[config.mk]
export PLATFORM = sky130hd
export DESIGN_NAME = instruction_fetch
export DESIGN_NICKNAME = d
export VERILOG_FILES = /design/src/rtl/instruction_fetch.sv
export SDC_FILE = /design/constraint.sdc
export NUM_CORES = 1
export LEC_CHECK = 0
export BUFFER_PORTS_ARGS = -buffer_cell sky130_fd_sc_hd__buf_2
export CORE_ASPECT_RATIO = 0.7
export CORE_MARGIN = 3
export CORE_UTILIZATION = 35
export CTS_CLUSTER_DIAMETER = 30
export CTS_CLUSTER_SIZE = 24
export DETAILED_ROUTE_END_ITERATION = 16
export GPL_TIMING_DRIVEN = 0
export HOLD_SLACK_MARGIN = 0.02
export PLACE_DENSITY = 0.54
export SLEW_MARGIN = 20
export SYNTH_ARGS = -nofsm -noshare
export SYNTH_HDL_FRONTEND = slang
export SYNTH_SLANG_ARGS = --single-unit
[constraint.sdc]
create_clock -name clk -period 17.3 [get_ports clk]
set_clock_uncertainty 0.15 [all_clocks]
set_input_delay 1.73 -clock clk [delete_from_list [all_inputs] [get_ports clk]]
set_output_delay 1.73 -clock clk [all_outputs]
set_load 0.05 [all_outputs]
[src/rtl/instruction_fetch.sv]
// Fetch stage in front of program memory port A: drives the word PC, captures the
// returned instruction one cycle later and buffers it in a small prefetch queue.
module instruction_fetch #(
  parameter logic [31:0] RESET_PC = 32'h0000_0000,
  parameter int          DEPTH    = 2
) (
  input  logic        clk,
  input  logic        reset,
  input  logic        fetch_en,
  input  logic        redirect_valid,
  input  logic [31:0] redirect_pc,
  output logic [29:0] mem_pc,
  input  logic [31:0] mem_instr,
  output logic        out_valid,
  input  logic        out_ready,
  output logic [31:0] out_pc,
  output logic [31:0] out_instr
);

  localparam int PTR_W = (DEPTH > 1) ? $clog2(DEPTH) : 1;
  localparam int CNT_W = $clog2(DEPTH + 1);
  localparam logic [PTR_W-1:0] LAST_PTR = PTR_W'(DEPTH - 1);
  localparam logic [CNT_W:0]   DEPTH_W  = (CNT_W + 1)'(DEPTH);

  logic [29:0]      next_pc_q, next_pc_d;
  logic             inflight_q, inflight_d;
  logic [29:0]      inflight_pc_q, inflight_pc_d;
  logic [PTR_W-1:0] head_q, head_d;
  logic [PTR_W-1:0] tail_q, tail_d;
  logic [CNT_W-1:0] count_q, count_d;
  logic [29:0]      q_pc_q    [DEPTH];
  logic [29:0]      q_pc_d    [DEPTH];
  logic [31:0]      q_instr_q [DEPTH];
  logic [31:0]      q_instr_d [DEPTH];

  logic             pop;
  logic             push;
  logic             issue;
  logic [CNT_W:0]   occupancy;

  function automatic logic [PTR_W-1:0] ptr_inc(input logic [PTR_W-1:0] p);
    return (p == LAST_PTR) ? '0 : p + 1'b1;
  endfunction

  // Handshake: an instruction transfers to decode at a clock edge where out_valid and
  // out_ready are both high and no redirect is present; a redirect voids that transfer.
  // While out_valid=1 and out_ready=0 the head (out_pc/out_instr) is held stable.
  assign out_valid = (count_q != '0);
  assign out_pc    = {q_pc_q[head_q], 2'b00};
  assign out_instr = q_instr_q[head_q];

  assign pop  = out_valid & out_ready & ~redirect_valid;
  assign push = inflight_q & ~redirect_valid;

  // Slots already claimed after this edge; a new read is only issued if it has a home.
  assign occupancy = (CNT_W + 1)'(count_q) + (CNT_W + 1)'(inflight_q) - (CNT_W + 1)'(pop);
  assign issue     = fetch_en & ~redirect_valid & (occupancy < DEPTH_W);

  assign mem_pc = reset          ? RESET_PC[31:2]    :
                  redirect_valid ? redirect_pc[31:2] : next_pc_q;

  always_comb begin
    next_pc_d     = next_pc_q;
    inflight_d    = inflight_q;
    inflight_pc_d = inflight_pc_q;
    head_d        = head_q;
    tail_d        = tail_q;
    count_d       = count_q;
    q_pc_d        = q_pc_q;
    q_instr_d     = q_instr_q;

    if (redirect_valid) begin
      head_d  = '0;
      tail_d  = '0;
      count_d = '0;
      if (fetch_en) begin
        inflight_d    = 1'b1;
        inflight_pc_d = redirect_pc[31:2];
        next_pc_d     = redirect_pc[31:2] + 30'd1;
      end else begin
        inflight_d = 1'b0;
        next_pc_d  = redirect_pc[31:2];
      end
    end else begin
      if (push) begin
        q_pc_d[tail_q]    = inflight_pc_q;
        q_instr_d[tail_q] = mem_instr;
        tail_d            = ptr_inc(tail_q);
      end
      if (pop) begin
        head_d = ptr_inc(head_q);
      end
      case ({push, pop})
        2'b10:   count_d = count_q + CNT_W'(1);
        2'b01:   count_d = count_q - CNT_W'(1);
        default: count_d = count_q;
      endcase
      inflight_d = issue;
      if (issue) begin
        inflight_pc_d = next_pc_q;
        next_pc_d     = next_pc_q + 30'd1;
      end
    end
  end

  always_ff @(posedge clk or posedge reset) begin
    if (reset) begin
      next_pc_q     <= RESET_PC[31:2];
      inflight_q    <= 1'b0;
      inflight_pc_q <= '0;
      head_q        <= '0;
      tail_q        <= '0;
      count_q       <= '0;
      for (int i = 0; i < DEPTH; i++) begin
        q_pc_q[i]    <= '0;
        q_instr_q[i] <= '0;
      end
    end else begin
      next_pc_q     <= next_pc_d;
      inflight_q    <= inflight_d;
      inflight_pc_q <= inflight_pc_d;
      head_q        <= head_d;
      tail_q        <= tail_d;
      count_q       <= count_d;
      q_pc_q        <= q_pc_d;
      q_instr_q     <= q_instr_d;
    end
  end

endmodule

# Word-level counts from Yosys, hierarchy flattened
# Index checks and enable logic that the tools add are counted.
[op_classes]
add_sub_neg = 8
order_cmp = 4
eq_ne = 3
muxes = 30
bitwise = 8
reduce_logical = 8
[op_table]
columns = ["op", "n"]
rows = [
  ["2-to-1 mux 30 bit", 12],
  ["2-to-1 mux 32 bit", 4],
  ["bitwise mux 64 bit", 1],
  ["adder 30 x 1 -> 30 bit (second input constant)", 2],
  ["bitwise mux 60 bit", 1],
  ["demux 32 bit (select 1 bit)", 1],
  ["demux 30 bit (select 1 bit)", 1],
  ["2-to-1 mux 1 bit", 8],
  ["nonzero test 2 bit", 4],
  ["AND 1 bit", 5],
  [">= comparator 2 bit (second input constant)", 2],
  ["inverter 1 -> 2 bit", 2],
  ["one-hot mux 2 bit (2 select lines)", 1],
  ["AND reduction 2 bit", 2],
  ["adder 2 x 1 -> 3 bit", 1],
  ["< comparator 3 x 2 -> 1 bit (second input constant)", 1],
  ["nonzero test 3 bit", 1],
  ["subtractor 3 x 1 -> 3 bit", 1],
  ["adder 1 bit (second input constant)", 2],
  ["adder 2 x 1 -> 2 bit (second input constant)", 1],
  ["equality test 2 x 1 -> 1 bit (second input constant)", 1],
  ["equality test 2 bit (second input constant)", 1],
  ["< comparator 2 x 1 -> 1 bit (second input constant)", 1],
  ["2-to-1 mux 2 bit", 1],
  ["4 further kinds", 4],
]
[word_totals]
register_bits = 189
input_bits = 69
output_inout_bits = 95
word_cells = 71

# Depth between registers and ports, before layout
# Gate-level depths: netlist of the first run.
[depth]
ltp_word = 8
depth_mapped = 14
depth_no_buf = 11

# Least setup slack after synthesis of the first run
# OpenSTA, ideal clock, no wires.
[synth_path]
kind = "input-to-output"
startpoint = "input redirect_valid"
endpoint = "output mem_pc[0]"
arrival_time_ns = 3.260
required_ns = 15.420
setup_slack_ns = 12.160
stages = 4
path_buffers = 2
cell_sequence = "clkbuf_1 > buf_1 > mux2i_1 > nor2_1"
[synth_between]
elab_chain_len = 2
[synth_rtl]
columns = ["item", "line", "source"]
rows = [
  ["from (decl)", "10", "input logic redirect_valid,"],
  ["2-to-1 mux 30 bit", "60", "redirect_valid ? redirect_pc[31:2] : next_pc_q;"],
  ["2-to-1 mux 30 bit", "59", "assign mem_pc = reset ? RESET_PC[31:2] :"],
  ["to (decl)", "12", "output logic [29:0] mem_pc,"],
]
# Every way passes these cells.

# Worst setup path in the final report of the first run
[layout_path]
startpoint = "input redirect_valid"
endpoint = "register inflight_pc_q[1]"
[layout_between]
elab_chain_len = 7
word_cells_on_any_way = 10
cone_classes = "1 x add/sub; 1 x order compare; 1 x eq/ne; 1 x mux; 4 x bitwise; 2 x reduce/logical"
[layout_rtl]
columns = ["item", "line", "source"]
rows = [
  ["inverter 1 bit (no source line)", "n/a", ""],
  ["AND 1 bit", "52", "assign pop = out_valid & out_ready & ~redirect_valid;"],
  ["subtractor 3 x 1 -> 3 bit", "56", "assign occupancy = (CNT_W + 1)'(count_q) + (CNT_W + 1)'(inflight_q) - (CNT_W + 1)'(pop);"],
  ["< comparator 3 x 2 -> 1 bit", "57", "assign issue = fetch_en & ~redirect_valid & (occupancy < DEPTH_W);"],
  ["AND 1 bit", "57", ""],
  ["nonzero test 2 bit (no source line)", "n/a", ""],
  ["AND reduction 2 bit (no source line)", "n/a", ""],
  ["to (signal assigned)", "121", "inflight_pc_q <= inflight_pc_d;"],
  ["to (decl)", "27", "logic [29:0] inflight_pc_q, inflight_pc_d;"],
]
# Parallel ways exist; a longest one is shown, timed or not.
# A chain may end at the register's enable or synchronous reset.

==> key figures, run 1 <==
Run status
  – Status: finished, final reports clean

Yosys
  – Post-synth top cells: dfrtp_1 (189), mux2_2 (186), nand2_1 (54)
  – Cell with the most instances after synthesis: dfrtp_1
  – Most used flip-flop cell after synthesis: dfrtp_1
  – Distinct cells, synth: 42
  – Share of the synthesized area in the top cell type: 49.9%
  – #FFs+latches synth: 189
  – Register area share after synthesis: 49.9%
  – Synthesized cell area: approximately 0.0095 mm²
  – Post-synth EDFFs: 0
  – Async set-reset flop share out of synthesis: 100%
  – Post-synthesis instance total: 803
  – Top cells by area, synth: dfrtp_1 (50%), mux2_2 (22%), mux2i_1 (5.3%)
  – Yosys warnings: 0
  – Area leader, netlist: dfrtp_1
  – Mean Syn Cell Area: 11.8 µm²

Global route
  – GRT overflow: 0
  – Vias in the first global route: 6635
  – First-pass GRT wire length: 39.2 mm
  – Gr usage total: between 10% and 20%
  – Initial antenna violation count: 0
  – Largest net degree at the start of global routing: 99

Clock tree
  – Number of CTS-inserted buffers: 17
  – Worst-path clk slew: about 0.070 ns
  – Clk_lat worst skew: 0.43 ns
  – Cts-stage hold buffer count: 0
  – CTS max path bufs: 2
  – CTS Root Cell: clkbuf_16
  – CTS tree: done
  – H-tree levels: 4
  – Clock sinks: 189
  – Post_cts resized: 0
  – Postcts setup bufs: 0

Critical path
  – RR Startpoint: count_q[1]
  – Critical path buffers and inverters: 5
  – Crit path cell chain: clkbuf_1, buf_1, clkbuf_1, nor2_1, ha_1, nand2b_1, fa_1, and2_1, and2_1, clkbuf_1, o21ai_1, clkbuf_1, o21ai_0
  – Crit Path Max Fanout: 10
  – Worst setup EP type: register
  – Data required, critical path: ~17 ns
  – Kind of start point of the critical path: primary input
  – Worst setup path start: redirect_valid
  – Worst Path Arrival: between 5 and 6 ns
  – Reg2reg path depth: 12
  – CP delay by family, top: buffers and inverters
  – Most used cell, CP: clkbuf_1
  – Slowest cell on crit path: buf_1
  – CP max stage delay: 0.56 ns
  – Stages on the worst setup path: 13
  – Worst setup path class: in2reg

Place
  – GP Congestion: 0.832
  – Hpwl dp: between 15 and 20 mm
  – Post-place instance area: 0.0107 mm²
  – Port buffer count: 157

Routing
  – DR WL/cell: 18.2 µm
  – Drt initial violations: 443
  – Final wirelength: ~25 mm
  – Vias: 6700
  – Drt pass-1 iters: 5
  – ANT nets after route: 0
  – Drt drc: 0
  – Drt via density: 4.96

Timing
  – Setup_tns: 0 ns
  – Crit share post-route: 31.7%
  – Worst-margin pin slew: 0.797 ns
  – Slew Viols, Final: 0
  – Minimum clock period after layout: about 5.5 ns
  – F_max: about 180 MHz
  – Final-report hold violation count: 0
  – RSZ-0062 raised after global routing: false
  – Worst rel slew slack: 46.9%
  – Setup violators final: 0

Final layout
  – Seq. cell area: around 0.0047 mm²
  – Final layout net count: 1054
  – Post-Layout Inst Area: 0.0114 mm²
  – Ratio of cells with drive above 1 in the final layout: just under 40%
  – Antenna diode count: 0
  – Filler instances: 2531
  – Multi-input logic area: about 0.0045 mm²
  – Area added between synthesis and finish: 19.9%
  – Final core occ: 43.4%

Die
  – Cell row count: 49
  – Initial core utilization: 36.2%
  – Chip Width: between 200 and 250 µm
  – Die H: 144 µm
  – Die area: 0.0291 mm²
  – Core Region: 0.0262 mm²
  – Ports: 164

Min path
  – Hold Crit Depth: 1
  – Min-delay src: q_instr_q[30]
  – Worst hold path class: reg2reg

Power
  – P per Cell Area: 140 mW/mm²
  – Max IR drop VDD: 0.0772 mV
  – Pleak: 0.00511 µW

Job
  – Maxcap violations: 0
through the flow:
stage                     power [µW]  setup WS [ns]  hold slack, ns  cells
after CTS                       1610          11.83           0.355   1351
after floorplan                 1070          10.08           0.312    804
final                           1590          11.81           0.352   1351
after global routing            1680          11.46           0.362   1351
after detailed placement        1190          11.34           0.338   1319
after global placement          1180           7.38           0.331   1318
kinds of logic (layout without fill, tap and decap cells):
kind of cell	Yosys count	count (layout)	share of synthesized area, %
XOR/XNOR	58	58	5.36
other	1	2	0.0396
AND/OR/NAND/NOR	201	201	11.1
buffers and inverters	64	254	2.75
multiplexers	236	236	27.4
adder cells (fa/ha/maj)	4	4	0.607
AO/OA/AOI/OAI	50	50	2.89
flip-flops	189	189	49.9
cell type report:
class                   instances  area share (%)
multi-input cells             551            39.5
repair buffers                158            7.16
clock inverters                 8           0.903
flip-flops and latches        189            41.6
clock buffers                  24            4.50
well taps                     357            3.93
plain buffers                  51            1.86
inverters                      13           0.495
flip-flops by register name (all words and copies together), names as in the netlist:
name and count:
inflight_q 1, next_pc_q 30, inflight_pc_q 30, count_q 2, q_instr_q 64, tail_q 1, q_pc_q 60, head_q 1
where the power goes:
group | switching, µW | internal [µW]
logic | 341 | 196
clock network | 175 | 237
registers | 71.4 | 572
total | 587 | 1000
layer usage:
| layer | part of all wire (%) | global-route usage, % |
|---|---|---|
| met2 | 41 | 23.8 |
| met4 | 0.60 | 3.17 |
| met1 | 54 | 27.9 |
| met5 | 0 | 0 |
| met3 | 4.3 | 3.12 |
worst paths after layout:
| check | endpoint | slack (ns) |
|---|---|---|
| min in group asynchronous | q_pc_q[25] | 1.70 |
| min | q_instr_q[30] | 0.35 |
| max in group asynchronous | q_instr_q[62] | 14.38 |
| max | inflight_pc_q[1] | 11.81 |
| min reg2reg | q_instr_q[30] | 0.35 |
| max reg2reg | inflight_pc_q[1] | 13.61 |
cells in the final DEF, fill, tap and decap left out, drive strengths merged, types with 2 or more instances in the layout:
cell      Yosys  layout
xor2         27      27
a21oi         4       4
and3         12      12
and2          5       5
bufinv        0       2
buf          19     177
nor3         13      13
nor2b         2       2
nor2         43      43
o211ai        3       3
nand3        20      20
o21ai        38      38
clkbuf       32      56
inv          13      15
a211oi        2       2
clkinvlp      0       2
mux2        186     186
nand2        54      54
or4           3       3
clkinv        0       2
nand4        23      23
or3           2       2
mux2i        50      50
or2           2       2
and4          9       9
conb          1       2
dfrtp       189     189
ha            3       3
xnor2        31      31
nor4         10      10
(Power assumes the default switching activity.)
==> run 2: changes to the inputs <==
- PLACE_DENSITY: 0.54 -> 0.56
- clock period: 17.3 -> 4.6 ns (I/O delays scaled with it)
==> run 2 against run 1 <==
Compared with the run above:
- core utilization up 0.31 points
- routed wire length rose by 0.59%
- cell count rose by 0.37%
- cell area grew 0.72%
- first-iteration DRC count is 23% lower
- setup slack got worse by 11 ns
- largest power group unchanged
- largest cell class unchanged
- via count increased by 1.1%
- die area unchanged
- combinational power grew to 3.8 times the previous value
==> key figures, run 2 (synthesis gave the netlist of run 1 again) <==
Power
  – Overall power: 5970 µW (was 1590 µW)
  – Power share of the sequential group: 40.6% (was 40.4%)
  – Clock Power Share: 25.4% (was 25.9%)
  – Gate power share: 34.0% (was 33.7%)
  – Switch Pwr: 2240 µW (was 587 µW)
  – Max IR drop VDD: 0.265 mV (was 0.0772 mV)
  – P per Cell Area: 521 mW/mm² (was 140 mW/mm²)
  – Switching share of total power: 37.6% (was 36.9%)
  – Pleak: 0.00514 µW (was 0.00511 µW)
  – Int Pwr: 3720 µW (was 1000 µW)

Critical path
  – Data required, critical path: 4.74 ns (was 17.44 ns)
  – Critical path buffers and inverters: 5 (unchanged)
  – Worst Path Arrival: 4.20 ns (was 5.63 ns)
  – Kind of start point of the critical path: primary input (unchanged)
  – Worst setup path class: in2reg (unchanged)
  – Crit Path Max Fanout: 10 (unchanged)
  – Worst reg2reg path endpoint: inflight_pc_q[7] (was inflight_pc_q[1])
  – Reg2reg path depth: 12 (unchanged)
  – R2R setup slack: 0.96 ns (was 13.61 ns)
  – Most used cell, CP: clkbuf_1 (unchanged)
  – Worst setup EP type: register (unchanged)
  – Slowest cell on crit path: clkbuf_1 (was buf_1)
  – Stages on the worst setup path: 13 (unchanged)
  – CP delay by family, top: buffers and inverters (unchanged)
  – Crit path cell chain: clkbuf_1, clkbuf_2, clkbuf_1, nor2_1, ha_1, nand2b_1, fa_1, and2_1, and2_1, clkbuf_1, o21ai_1, clkbuf_1, o21ai_0 (was clkbuf_1, buf_1, clkbuf_1, nor2_1, ha_1, nand2b_1, fa_1, and2_1, and2_1, clkbuf_1, o21ai_1, clkbuf_1, o21ai_0)
  – CP max stage delay: 0.48 ns (was 0.56 ns)
  – RR Startpoint: count_q[1] (unchanged)

Clock tree
  – Clock sinks: 189 (unchanged)
  – H-tree levels: 4 (unchanged)
  – Postcts setup bufs: 0 (unchanged)
  – CTS Root Cell: clkbuf_16 (unchanged)
  – Worst-path clk slew: 0.07 ns (about the same)
  – CTS max path bufs: 2 (unchanged)
  – Number of CTS-inserted buffers: 17 (unchanged)
  – CTS tree: done (unchanged)
  – Clk_lat worst skew: 0.43 ns (about the same)

Final layout
  – Area added between synthesis and finish: 20.8% (was 19.9%)
  – Commonest non-fill, non-tap cells in the layout: dfrtp_1 (189), mux2_2 (186), buf_2 (167) (unchanged)
  – Biggest regs: q_instr_q x64, q_pc_q x60 (unchanged)
  – Antenna diode count: 0 (unchanged)
  – Final layout net count: 1059 (was 1054)
  – Final core occ: 43.7% (was 43.4%)
  – Commonest non-fill, non-tap cell in the layout: dfrtp_1 (unchanged)
  – Largest Register: q_instr_q (unchanged)
  – Max FFs per register: 64 (unchanged)
  – Ratio of cells with drive above 1 in the final layout: 40.1% (was 39.7%)

Die
  – Chip Width: 203 µm (unchanged)
  – Cell row count: 49 (unchanged)
  – Core Region: 0.0262 mm² (unchanged)
  – Die H: 144 µm (unchanged)
  – Ports: 164 (unchanged)
  – Die area: 0.0291 mm² (unchanged)
  – Initial core utilization: 36.2% (unchanged)

Timing
  – Worst-margin pin slew: 0.863 ns (was 0.797 ns)
  – Final-report hold violation count: 0 (unchanged)
  – Crit share post-route: 88.3%
  – Worst rel slew slack: 42.5% (was 46.9%)
  – Setup violators final: 0 (unchanged)
  – RSZ-0062 raised after global routing: false (unchanged)
  – Slew Viols, Final: 0 (unchanged)
  – F_max: 246 MHz
  – Minimum clock period after layout: 4.06 ns
  – Setup_tns: 0 ns (unchanged)
  – Hold Worst Slack: 0.123 ns (was 0.352 ns)

Global route
  – Initial antenna violation count: 2 (was 0)
  – First-pass GRT wire length: 39.3 mm (was 39.2 mm)
  – Vias in the first global route: 6819 (was 6635)
  – Gr usage total: 17.3% (was 17.2%)
  – GRT overflow: 0 (unchanged)
  – Largest net degree at the start of global routing: 34 (was 99)

Min path
  – Worst Hold Path EP: q_instr_q[53] (was q_instr_q[30])
  – Hold Crit Depth: 2 (was 1)
  – Min-delay src: mem_instr[21] (was q_instr_q[30])
  – Worst hold path class: in2reg (was reg2reg)

Routing
  – Vias: 6771 (was 6700)
  – DR WL/cell: 18.2 µm (about the same)
  – Drt initial violations: 339 (was 443)
  – Final wirelength: 24.7 mm (was 24.6 mm)
  – ANT nets after route: 0 (unchanged)
  – Drt drc: 0 (unchanged)
  – Drt via density: 4.99 (was 4.96)
  – Drt pass-1 iters: 5 (unchanged)

Job
  – Maxcap violations: 0 (unchanged)

Place
  – GP Congestion: 0.815 (was 0.832)
  – Port buffer count: 157 (unchanged)
  – Hpwl dp: 18.9 mm (was 18.3 mm)

Run status
  – Status: finished, final reports clean (unchanged)
-- run 2: changes by cell type in the layout (fill, tap and decap cells not counted), sizes merged --
cell and delta:
buf +4, clkbuf -4, clkinv +2, inv +2, clkinvlp +1
-- run 2: final cells by class --
cell class | count | area, µm²
flip-flops and latches | 189 | 4730
multi-input cells | 551 | 4490
repair buffers | 163 | 913
clock buffers | 19 | 443
clock inverters | 13 | 155
fillers | 2526 | 14700
well taps | 357 | 447
plain buffers | 51 | 213
inverters | 13 | 52.6
-- run 2: layer usage --
layer	up-vias	wire length [µm]	track usage, %
li1	3210	-	-
met1	3397	13300	27.4
met2	150	10100	24.0
met3	12	1120	3.49
met4	2	163	3.72
met5	-	20	0
-- run 2: worst max-delay path by stage --
stage / from / endpoint / slack [ns]
6_report: redirect_valid / inflight_pc_q[7] / 0.54
2_1_floorplan: redirect_valid / next_pc_q[15] / 0.86
5_1_grt: redirect_valid / inflight_pc_q[29] / 0.23
3_3_place_gp: reset / q_instr_q[57] / -0.17
3_5_place_dp: redirect_valid / inflight_pc_q[5] / -0.13
4_1_cts: redirect_valid / inflight_pc_q[7] / 0.34
-- run 2: per-stage QoR --
stage	worst slack [ns]	cells	instance area, µm²
2_1_floorplan	0.860	804	9490
5_1_grt	0.229	1356	11400
3_5_place_dp	-0.135	1324	10800
3_3_place_gp	-0.166	1318	10700
6_report	0.537	1356	11400
4_1_cts	0.337	1356	11400
-- run 2: power by group through the flow --
| stage | combinational, µW | sequential (µW) | clock, µW |
|---|---|---|---|
| finish | 2030 | 2420 | 1510 |
| floorplan | 1660 | 2360 | 0 |
| detailed placement | 2050 | 2450 | 0 |
| global placement | 2010 | 2440 | 0 |
| CTS | 2050 | 2420 | 1560 |
| global route | 2170 | 2490 | 1630 |
-- run 2: timing repair --
item,in CTS,in global routing
hold buffers,0,0
resized for setup,0,1
setup endpoints to repair,0,1
==> run 3: changes to the inputs <==
- CORE_ASPECT_RATIO: 0.7 -> default
- clock period: 4.6 -> 3.57 ns (I/O delays scaled with it)
==> run 3 against run 2 <==
Compared with the run above:
- register-to-register slack got worse by 0.77 ns
- critical endpoint is now next_pc_q[15]
- core utilization rose by 0.64 points
- routed wire length fell by 0.51%
- setup slack got worse by 0.35 ns
- largest power group unchanged
- highest routed layer is now met4
- largest cell class unchanged
- total power rose by 31%
- cell count barely moved
- sequential cell count did not move
- combinational power rose by 31%
==> key figures, run 3 (synthesis gave the netlist of run 1 again) <==
Place
  – Port buffer count: 157 (unchanged)
  – Hpwl dp: 18.5 mm (was 18.9 mm)
  – Post-place instance area: 0.0108 mm² (about the same)
  – DP Worst Slack: -0.780 ns (was -0.135 ns)
  – GP Congestion: 0.832 (was 0.815)

Critical path
  – Kind of start point of the critical path: register (was primary input)
  – Crit Path Max Fanout: 10 (unchanged)
  – Worst setup path class: reg2reg (was in2reg)
  – Data required, critical path: 3.70 ns (was 4.74 ns)
  – Worst Path Arrival: 3.51 ns (was 4.20 ns)
  – Worst setup EP type: register (unchanged)

Final layout
  – Final layout net count: 1080 (was 1059)
  – Post-Layout Inst Area: 0.0117 mm² (was 0.0114 mm²)
  – Area added between synthesis and finish: 23.4% (was 20.8%)
  – Commonest non-fill, non-tap cells in the layout: dfrtp_1 (188), mux2_2 (186), buf_2 (167) (was dfrtp_1 (189), mux2_2 (186), buf_2 (167))
  – Largest Register: q_instr_q (unchanged)
  – Max FFs per register: 64 (unchanged)
  – Antenna diode count: 0 (unchanged)
  – Commonest non-fill, non-tap cell in the layout: dfrtp_1 (unchanged)
  – Final core occ: 44.4% (was 43.7%)
  – Biggest regs: q_instr_q x64, q_pc_q x60 (unchanged)
  – Ratio of cells with drive above 1 in the final layout: 40.3% (was 40.1%)

Power
  – P per Cell Area: 666 mW/mm² (was 521 mW/mm²)
  – Overall power: 7790 µW (was 5970 µW)
  – Pleak: 0.00526 µW (was 0.00514 µW)
  – Max IR drop VDD: 0.344 mV (was 0.265 mV)

Timing
  – Setup violators final: 0 (unchanged)
  – Worst rel slew slack: 44.8% (was 42.5%)
  – RSZ-0062 raised after global routing: false (unchanged)
  – F_max: 296 MHz
  – Hold Worst Slack: 0.0393 ns (was 0.123 ns)
  – Minimum clock period after layout: 3.38 ns
  – Final-report hold violation count: 0 (unchanged)
  – Worst-margin pin slew: 0.827 ns (was 0.863 ns)
  – Slew Viols, Final: 0 (unchanged)
  – Final worst-path setup slack: 0.191 ns (was 0.537 ns)
  – Crit share post-route: 94.6%

Routing
  – Drt via density: 4.99 (about the same)
  – Drt initial violations: 258 (was 339)
  – Drt pass-1 iters: 4 (was 5)
  – ANT nets after route: 0 (unchanged)
  – Vias: 6760 (was 6771)
  – DR WL/cell: 18.1 µm (was 18.2 µm)
  – Final wirelength: 24.6 mm (was 24.7 mm)
  – Drt drc: 0 (unchanged)

Global route
  – Gr usage total: 17.0% (was 17.3%)
  – Initial antenna violation count: 0 (was 2)
  – GRT overflow: 0 (unchanged)
  – Vias in the first global route: 6928 (was 6819)
  – First-pass GRT wire length: 38.6 mm (was 39.3 mm)
  – Largest net degree at the start of global routing: 34 (unchanged)

Run status
  – Status: finished, final reports clean (unchanged)

Die
  – Chip Width: 171 µm (was 203 µm)
  – Ports: 164 (unchanged)
  – Cell row count: 59 (was 49)
  – Core Region: 0.0264 mm² (was 0.0262 mm²)
  – Initial core utilization: 36.0% (was 36.2%)
  – Die area: 0.0291 mm² (about the same)
  – Die H: 171 µm (was 144 µm)

Min path
  – Worst hold path class: in2reg (unchanged)

Clock tree
  – Clk_lat worst skew: 0.42 ns (was 0.43 ns)
  – Worst-path clk slew: 0.07 ns (about the same)
  – Clock sinks: 189 (unchanged)
  – Number of CTS-inserted buffers: 17 (unchanged)
  – CTS tree: done (unchanged)
  – H-tree levels: 4 (unchanged)
  – CTS max path bufs: 2 (unchanged)
  – CTS Root Cell: clkbuf_16 (unchanged)

Job
  – Maxcap violations: 0 (unchanged)
[run 3: cell types whose count changed in the layout (fill, tap and decap cells not counted), moves of 2 or more]
cell | before | now
clkbuf_2 | 1 | 3
bufinv_16 | 2 | 4
inv_8 | 2 | 0
clkbuf_1 | 33 | 28
dlygate4sd3_1 | 0 | 22
clkinv_2 | 1 | 4
[run 3: repair_timing]
action | 4_1_cts | 5_1_grt
hold buffers | 22 | 0
endpoints found under the hold margin | 41 | 0
gates resized for setup | 3 | 8
pin swaps | 0 | 1
setup buffers | 0 | 1
cloned | 0 | 0
setup endpoints to repair | 53 | 54
[run 3: through the flow]
stage	TNS (ns)	instances
after floorplan	0	804
after global placement	-232.25	1296
after detailed placement	-37.77	1302
after CTS	-0.0739	1355
after global routing	0	1355
final	0	1355
[run 3: area by class of cell]
class / instances / area (µm²)
clock inverter: 14 / 191
timing repair buffer: 186 / 1140
tap: 335 / 419
multi-input combinational: 551 / 4520
sequential: 189 / 4730
fill: 2532 / 14700
inverter: 13 / 52.6
clock buffer: 18 / 429
buffer: 49 / 211
[run 3: final timing paths]
path / startpoint / endpoint / slack (ns) / cells past startpoint
max: count_q[1] / next_pc_q[15] / 0.19 / 12
max reg2reg: count_q[1] / next_pc_q[15] / 0.19 / 12
max in group asynchronous: reset / q_instr_q[25] / 1.80 / 7
min reg2reg: q_pc_q[44] / q_pc_q[44] / 0.35 / 1
min: mem_instr[27] / q_instr_q[59] / 0.04 / 2
min in group asynchronous: reset / next_pc_q[27] / 0.22 / 3
[run 3: metal layers]
metal | GRT usage [%] | vias up | part of all wire (%)
met5 | 0 | - | 0
met4 | 4.13 | 0 | 1.2
met3 | 2.80 | 17 | 4.3
met2 | 28.3 | 153 | 48
li1 | - | 3248 | -
met1 | 23.2 | 3342 | 47
[run 3: power breakdown]
group          internal, µW  total (µW)  switching (µW)
Combinational           977        2650            1670
Sequential             2770        3110             343
Clock                  1180        2020             845
Total                  4920        7790            2860
[run 3: worst max-delay path, cell delays in order (launching register included)]
cell and delay (ns):
dfrtp_2 0.47, or2_2 0.33, nand2_1 0.12, nor2_1 0.05, ha_1 0.29, nand2b_1 0.16
fa_1 0.48, and2_1 0.22, nand3_2 0.14, buf_2 0.22, nor4_1 0.34, xnor2_1 0.18
mux2i_1 0.09
